==> config.mk <==
export PLATFORM = sky130hd
export DESIGN_NAME = instr_mem_prog
export DESIGN_NICKNAME = d
export VERILOG_FILES = /design/src/rtl/instr_mem_prog.sv
export SDC_FILE = /design/constraint.sdc
export NUM_CORES = 2
export LEC_CHECK = 0
export BUFFER_PORTS_ARGS = -buffer_cell sky130_fd_sc_hd__buf_2
export CORE_ASPECT_RATIO = 1.2
export CORE_UTILIZATION = 50
export DETAILED_ROUTE_END_ITERATION = 10
export HOLD_SLACK_MARGIN = 0.06
export PLACE_DENSITY = 0.64
export SLEW_MARGIN = 30
export SYNTH_ARGS = -nofsm -noshare
export SYNTH_HDL_FRONTEND = slang
export SYNTH_SLANG_ARGS = --single-unit
==> constraint.sdc <==
create_clock -name clk -period 3.7 [get_ports clk]
set_input_delay 0.74 -clock clk [delete_from_list [all_inputs] [get_ports clk]]
set_output_delay 0.74 -clock clk [all_outputs]
set_load 0.005 [all_outputs]
==> src/rtl/instr_mem_prog.sv <==
// Loadable instruction memory for the single-cycle CPU.
// A streaming programming port fills the RAM sequentially from word 0. Once the
// program is in place, the fetch port serves byte-addressed, word-aligned reads
// with one cycle of latency. Misaligned fetches and fetches past the loaded
// program are flagged as faults.
module instr_mem_prog #(
  parameter int                    ADDR_WIDTH  = 32,
  parameter int                    DATA_WIDTH  = 32,
  parameter int                    DEPTH_WORDS = 128,
  parameter logic [DATA_WIDTH-1:0] NOP_WORD    = 32'hE1A00000
) (
  input  logic                         clk,
  input  logic                         reset,
  input  logic                         fetch_req,
  input  logic [ADDR_WIDTH-1:0]        fetch_addr,
  output logic [DATA_WIDTH-1:0]        fetch_data,
  output logic                         fetch_valid,
  output logic                         fetch_fault,
  input  logic                         prog_start,
  input  logic                         prog_valid,
  input  logic [DATA_WIDTH-1:0]        prog_data,
  input  logic                         prog_last,
  output logic                         prog_ready,
  output logic                         loaded,
  output logic [$clog2(DEPTH_WORDS):0] prog_count
);

  localparam int IDX_W = $clog2(DEPTH_WORDS);
  localparam int CNT_W = IDX_W + 1;
  localparam int TAG_W = ADDR_WIDTH - 2;
  localparam logic [IDX_W-1:0] LAST_IDX = IDX_W'(DEPTH_WORDS - 1);

  typedef enum logic [1:0] {
    EMPTY,
    LOAD,
    RUN
  } state_e;

  state_e                state_q, state_d;
  logic [IDX_W-1:0]      ptr_q, ptr_d;
  logic [CNT_W-1:0]      count_q, count_d;
  logic [DATA_WIDTH-1:0] fetchData_q;
  logic                  fetchValid_q;
  logic                  fetchFault_q;

  // Storage is deliberately not reset: words beyond prog_count can never be read.
  logic [DATA_WIDTH-1:0] mem [DEPTH_WORDS];

  logic             accept;
  logic [IDX_W-1:0] wordIdx;
  logic [TAG_W-1:0] wordAddr;
  logic             fault;

  // A new load request always wins over a word presented in the same cycle.
  assign accept   = prog_valid && (state_q == LOAD) && !prog_start;
  assign wordIdx  = fetch_addr[IDX_W+1:2];
  assign wordAddr = fetch_addr[ADDR_WIDTH-1:2];
  // The range check uses the full word address, so high address bits that would
  // alias into the array still fault.
  assign fault    = (fetch_addr[1:0] != 2'b00) || (wordAddr >= TAG_W'(count_q));

  assign prog_ready  = (state_q == LOAD);
  assign loaded      = (state_q == RUN);
  assign prog_count  = count_q;
  assign fetch_data  = fetchData_q;
  assign fetch_valid = fetchValid_q;
  assign fetch_fault = fetchFault_q;

  // State, write pointer and word count registers.
  always_ff @(posedge clk or posedge reset) begin
    if (reset) begin
      state_q <= EMPTY;
      ptr_q   <= '0;
      count_q <= '0;
    end else begin
      state_q <= state_d;
      ptr_q   <= ptr_d;
      count_q <= count_d;
    end
  end

  // Load sequencing: prog_start (re)opens a load from word 0, and the load closes
  // on the word flagged last or when the final array slot has been written.
  always_comb begin
    state_d = state_q;
    ptr_d   = ptr_q;
    count_d = count_q;
    case (state_q)
      EMPTY: begin
        if (prog_start) begin
          state_d = LOAD;
          ptr_d   = '0;
          count_d = '0;
        end
      end
      LOAD: begin
        if (prog_start) begin
          ptr_d   = '0;
          count_d = '0;
        end else if (accept) begin
          ptr_d   = ptr_q + IDX_W'(1);
          count_d = count_q + CNT_W'(1);
          if (prog_last || (ptr_q == LAST_IDX)) begin
            state_d = RUN;
          end
        end
      end
      RUN: begin
        if (prog_start) begin
          state_d = LOAD;
          ptr_d   = '0;
          count_d = '0;
        end
      end
      default: begin
        state_d = EMPTY;
        ptr_d   = '0;
        count_d = '0;
      end
    endcase
  end

  // Program words are written only while loading, so they never collide with a read.
  always_ff @(posedge clk) begin
    if (accept) begin
      mem[ptr_q] <= prog_data;
    end
  end

  // Registered fetch response; data and fault hold their last values between requests.
  always_ff @(posedge clk or posedge reset) begin
    if (reset) begin
      fetchData_q  <= NOP_WORD;
      fetchValid_q <= 1'b0;
      fetchFault_q <= 1'b0;
    end else begin
      fetchValid_q <= fetch_req;
      if (fetch_req) begin
        if (state_q != RUN) begin
          fetchData_q  <= NOP_WORD;
          fetchFault_q <= 1'b0;
        end else if (fault) begin
          fetchData_q  <= NOP_WORD;
          fetchFault_q <= 1'b1;
        end else begin
          fetchData_q  <= mem[wordIdx];
          fetchFault_q <= 1'b0;
        end
      end
    end
  end

endmodule

# Word level (Yosys, flattened, before mapping)
# Memory sizes are Yosys's and may differ from the RTL's.
# Index checks and enable logic that the tools add are counted.
dict set report op_classes {
  n_addsub 2
  order_cmp 1
  n_eq_ne 9
  muxes 19
  reduce_logical 10
}
# cell count
set ops {}
lappend ops {{$mux 32} 2}
lappend ops {{$ge 30x8->1} 1}
lappend ops {{$mux 8} 3}
lappend ops {{$mux 7} 3}
lappend ops {{$pmux 8 s2} 1}
lappend ops {{$pmux 7 s2} 1}
lappend ops {{$add 8x1->8 const B} 1}
lappend ops {{$mux 2} 4}
lappend ops {{$add 7x1->7 const B} 1}
lappend ops {{$eq 7x7->1 const B} 1}
lappend ops {{$ne 2x1->1 const B} 3}
lappend ops {{$mux 1} 4}
lappend ops {{$ne 2x2->1 const B} 2}
lappend ops {{$pmux 2 s2} 1}
lappend ops {{$reduce_and 4->1} 1}
lappend ops {{$ne 3x2->1 const B} 1}
lappend ops {{$eq 2x1->1 const B} 1}
lappend ops {{$eq 2x2->1 const B} 1}
lappend ops {{$logic_and 1x1->1} 2}
lappend ops {{$logic_not 2->1} 1}
lappend ops {{$logic_or 1x1->1} 2}
lappend ops {{$reduce_and 2->1} 1}
lappend ops {{$reduce_bool 2->1} 1}
lappend ops {{$reduce_or 2->1} 1}
lappend ops {{$logic_not 1->1} 1}
dict set report word_totals {
  register_bits 51
  mem_bits_rw 4096
  elab_cells 48
  memories 1
}
# memory depth width rd rd_ports_with_merged_regs wr line_no
set mem_list {}
lappend mem_list {mem 128 32 1 0 1 47} ;# logic [DATA_WIDTH-1:0] mem [DEPTH_WORDS];

# Longest topological paths before layout
dict set report depth {
  word_depth 6
  ltp_mapped 14
  mapped_depth_nobuf 8
}

# Worst setup path before layout
# No wires, ideal clock.
dict set report synth_timing {
  path_type {input to register}
  startpoint {input prog_start}
  endpoint {memory mem[88][0], enable pin}
  setup_time_ns 0.421
  t_arrival_ns 3.148
  t_required_ns 3.279
  slack_ns 0.131
  path_stages 6
  path_cell_list {inv_1 > and2_1 > nand2_1 > nor3b_1 > nand3_1 > nor2_1}
}
dict set report synth_between {
  elab_chain_len 4
}
# item line_no
set synth_rtl {}
lappend synth_rtl {{start, declared} 19} ;# input logic prog_start,
lappend synth_rtl {{$logic_not 1->1} 55} ;# assign accept = prog_valid && (state_q == LOAD) && !prog_start;
lappend synth_rtl {{$logic_and 1x1->1} 55}
lappend synth_rtl {{$mux 1} 125} ;# if (accept) begin
lappend synth_rtl {{$mux 1 (not written as such)} 126} ;# mem[ptr_q] <= prog_data;
lappend synth_rtl {{end, declared} 47}
# Every way passes these cells.

# Worst setup path after layout
dict set report layout_timing {
  startpoint {input fetch_addr[2]}
  endpoint {register fetchData_q[26] (netlist: fetch_data[26])}
}
dict set report layout_between {
  elab_chain_len 4
  word_cells_on_any_way 5
  cone_classes {1 x order compare; 2 x mux; 1 x reduce/logical; 1 x memory}
}
# item line_no
set layout_rtl {}
lappend layout_rtl {{start, declared} 15} ;# input logic [ADDR_WIDTH-1:0] fetch_addr,
lappend layout_rtl {{$ge 30x8->1} 60} ;# assign fault = (fetch_addr[1:0] != 2'b00) || (wordAddr >= TAG_W'(count_q));
lappend layout_rtl {{$logic_or 1x1->1} 60}
lappend layout_rtl {{$mux 32 (*)} 142} ;# end else if (fault) begin
lappend layout_rtl {{$mux 32 (*)} 139} ;# if (state_q != RUN) begin
lappend layout_rtl {{end signal, assigned} 146} ;# fetchData_q <= mem[wordIdx];
lappend layout_rtl {{end, declared} 42} ;# logic [DATA_WIDTH-1:0] fetchData_q;
# Mark *: on every way between the ends. The rest lies on a longest branch, timed or not.
# A chain may end at the register's enable or synchronous reset.

==> flow_metrics.py <==
metrics = {
    "synthesis": {
        "syn_nets": 7088,
        "synth-edff-count": 4096,
        "synth_top_area_share_pct": 76.90,
        "synth-seq-cells": 4147,
        "ys_types": 73,
        "ys.flop_type": "edfxtp_1",
        "synthMostInstantiatedCell": "edfxtp_1",
        "postSynthAreaPerCell_sq_um": 22.82,
        "yosysWarningCount": 0,
        "synthesis.area_sq_um": 159900,
        "synth_common_cells": "edfxtp_1 (4096), mux4_2 (948), mux2i_1 (346)",
        "synth-seq-area-share_pct": 77.70,
        "synthCells": 7008,
        "synthArstFlopShare_pct": 1.230,
        "synth_area_leader_cell": "edfxtp_1",
        "synth.area.top_cells": "edfxtp_1 (77%), mux4_2 (13%), mux2i_1 (2.2%), mux4_1 (0.72%), dfrtp_1 (0.70%)",
    },
    "routing": {
        "drt_iter0_drc": 10500,
        "drt-wirelength-per-cell_um": 36.69,
        "routed_wl_um": 453800,
        "firstDrtPassIters": 9,
        "ant_nets": 0,
        "dr_total_vias": 80250,
        "routed_via_density": 6.489,
        "post-route-drc-count": 119,
    },
    "finish": {
        "area_growth_pct": 15.62,
        "final_layout_size_suffix_gt1_share_pct": 30.52,
        "instances_no_fill": 12370,
        "fill_cells": 22350,
        "fin_util_pct": 58.08,
        "finalInstanceArea_sq_um": 184900,
        "finish.net_count": 7879,
    },
    "critical_path": {
        "cp_cell_sequence": "buf_12 > buf_12 > buf_12 > buf_4 > buf_4 > mux4_2 > o21ai_1 > a211oi_1 > o21ai_1 > buf_4 > a211oi_1",
        "critPathKind": "input pin to flip-flop",
        "worst-path-buf-inv": 6,
        "critPathSlowestCell": "o21ai_1",
        "cp_max_fo": 26,
        "cp.required_ps": 4450,
        "arrival_ps": 3950,
        "cp-start-kind": "input pin",
        "cpPeakStageDelay_ps": 740,
        "critPathTopFamily": "buffers and inverters",
        "cp-end-kind": "flip-flop",
    },
    "power": {
        "power_frac_seq_pct": 53.4,
        "clkPwrFrac_pct": 40.8,
        "p_leak_nw": 58.88,
        "peakVddDrop_mv": 0.3574,
        "intPower_w": 0.07616,
        "switching_power_w": 0.02075,
        "p_comb_share_pct": 5.8,
        "p_sw_share_pct": 21.41,
        "powerDensity_nw_per_um2": 524.1,
    },
    "clock_tree": {
        "cts_buffers": 386,
        "clk_pin_slew_ps": 70,
        "cts_num_sinks": 4147,
        "cts_hold_buf": 1,
        "cts_tree": "done",
        "post_cts_buffers": 0,
        "post_cts_resized": 0,
        "ctsLongestPathBuffers": 4,
        "clock_latency_ps": 910,
        "clock-root-buffer": "clkbuf_16",
        "htreeDepth": 5,
    },
    "outcome": {
        "status": "complete, but fails checks",
        "violations": "DRC",
    },
    "floorplan": {
        "rows": 227,
        "ios": 114,
        "die_h_um": 621.6,
        "dieWidth_um": 518.3,
        "fp.coreArea_sq_um": 318400,
        "start_util_pct": 50.23,
        "die_area_sq_um": 322200,
    },
    "sta": {
        "timing.final.crit_share_pct": 86.38,
        "slew_violations": 0,
        "finalClockSkew_ps": 44.20,
        "holdWs_ps": 281.6,
        "setup_viol": 0,
        "slew_headroom_pct": 27.20,
        "min_period_ps": 3196,
        "max_freq_mhz": 312.9,
        "worst_pin_slew_ps": 1092,
        "fin_setup_tns_ps": 0,
        "hold_violations": 0,
        "grt_setup_unrepaired": "false",
    },
    "placed_design": {
        "gp_congestion": 0.8730,
        "portBuffers": 113,
        "dp_hpwl_um": 270400,
        "dpl_cell_area_sq_um": 172400,
        "placed_cells": 11640,
    },
    "min_path": {
        "hold_path.class": "input pin to flip-flop",
    },
    "global_routing": {
        "overflow": 0,
        "grt_pass1_wl_um": 630000,
        "antenna_found_initial": 22,
        "grt_usage_pct": 28.12,
        "grt_max_degree": 129,
        "grt_pass1_vias": 80620,
    },
    "flow_run": {
        "drv_cap": 0,
    },
}
power by group through the flow:
stage                     registers [W]  logic (W)  clock network (W)
after CTS                        0.0517    0.00559             0.0400
after detailed placement         0.0527    0.00558                  0
after floorplan                  0.0527    0.00261                  0
after global routing             0.0517    0.00577             0.0417
after global placement           0.0527    0.00548                  0
final                            0.0517    0.00562             0.0396
flip-flops by register name, summed over array words and instances (netlist names):
register / cells
mem: 4096
fetch_data: 32
prog_count: 8
ptr_q: 7
state_q: 2
fetch_fault: 1
fetch_valid: 1
routing by layer:
metal  vias to the layer above  track usage (%)  part of all wire [%]
met4                         2            11.96                   4.9
met2                      4443            46.91                    50
met3                       837            4.413                   9.1
met1                     43280            36.94                    36
met5                         -                0                0.0029
li1                      31690                -                     -
final cells by class:
| class | instances | area, sq um | share of cell area, % |
|---|---|---|---|
| inverter | 19 | 83.83 | 0.04533 |
| clock buffer | 467 | 10050 | 5.433 |
| clock inverter | 237 | 2361 | 1.277 |
| timing repair buffer | 798 | 8803 | 4.761 |
| tap | 4236 | 5300 | 2.866 |
| multi-input combinational | 2447 | 34010 | 18.39 |
| antenna | 16 | 40.04 | 0.02165 |
| sequential | 4147 | 124300 | 67.21 |
logic make-up after synthesis:
logic type / Yosys count / share of synthesized area [%]
muxes: 1345 / 16.29
and+or+nand+nor: 491 / 1.403
DFF: 4147 / 77.70
xor gates and xnor gates: 10 / 0.05476
buffers and inverters: 414 / 1.690
AOI/OAI and AO/OA: 591 / 2.783
adders and majority gates: 10 / 0.07823
layout by cell type, fill, tap and decap left out, drive strengths merged, types with 7 or more instances in the layout:
cell type,synthesis,routed
edfxtp,4096,4096
a221o,19,19
o21ai,72,72
mux4,992,992
a21oi,49,49
a22o,22,22
mux2i,346,346
o31ai,7,7
nand3,55,55
buf,237,797
nand2b,9,9
dfrtp,45,45
a221oi,91,91
or2,10,10
mux2,7,7
clkbuf,158,467
a211oi,31,31
bufinv,0,44
nor2b,24,24
a2bb2oi,10,10
inv,19,34
nand2,110,110
nor2,192,192
xnor2,7,7
clkinvlp,0,15
o2111ai,39,39
o221ai,16,16
nor3,39,39
clkinv,0,163
a22oi,102,102
ha,10,10
nor4,10,10
a211o,7,7
a31oi,9,9
diode,0,16
o22ai,67,67
and2,12,12
path summary, 6_finish.rpt:
path	endpoint	from	depth (start not counted)	slack (ps)
min in group asynchronous	fetch_data[3]	reset	4	470
max in group asynchronous	fetch_data[29]	reset	4	2780
setup reg to reg	fetch_data[21]	prog_count[7]	9	580
hold / removal	fetch_valid	fetch_req	2	280
setup / recovery	fetch_data[26]	fetch_addr[2]	11	500
hold reg to reg	fetch_fault	fetch_fault	1	540
stage by stage:
step                worst slack (ps)  power, W
floorplan                      131.3   0.05533
global placement              -606.6   0.05820
detailed placement            -289.9   0.05830
CTS                            587.9   0.09727
global route                   502.5   0.09914
finish                         503.9   0.09691
Note: power is estimated with default switching activity, not from simulation.
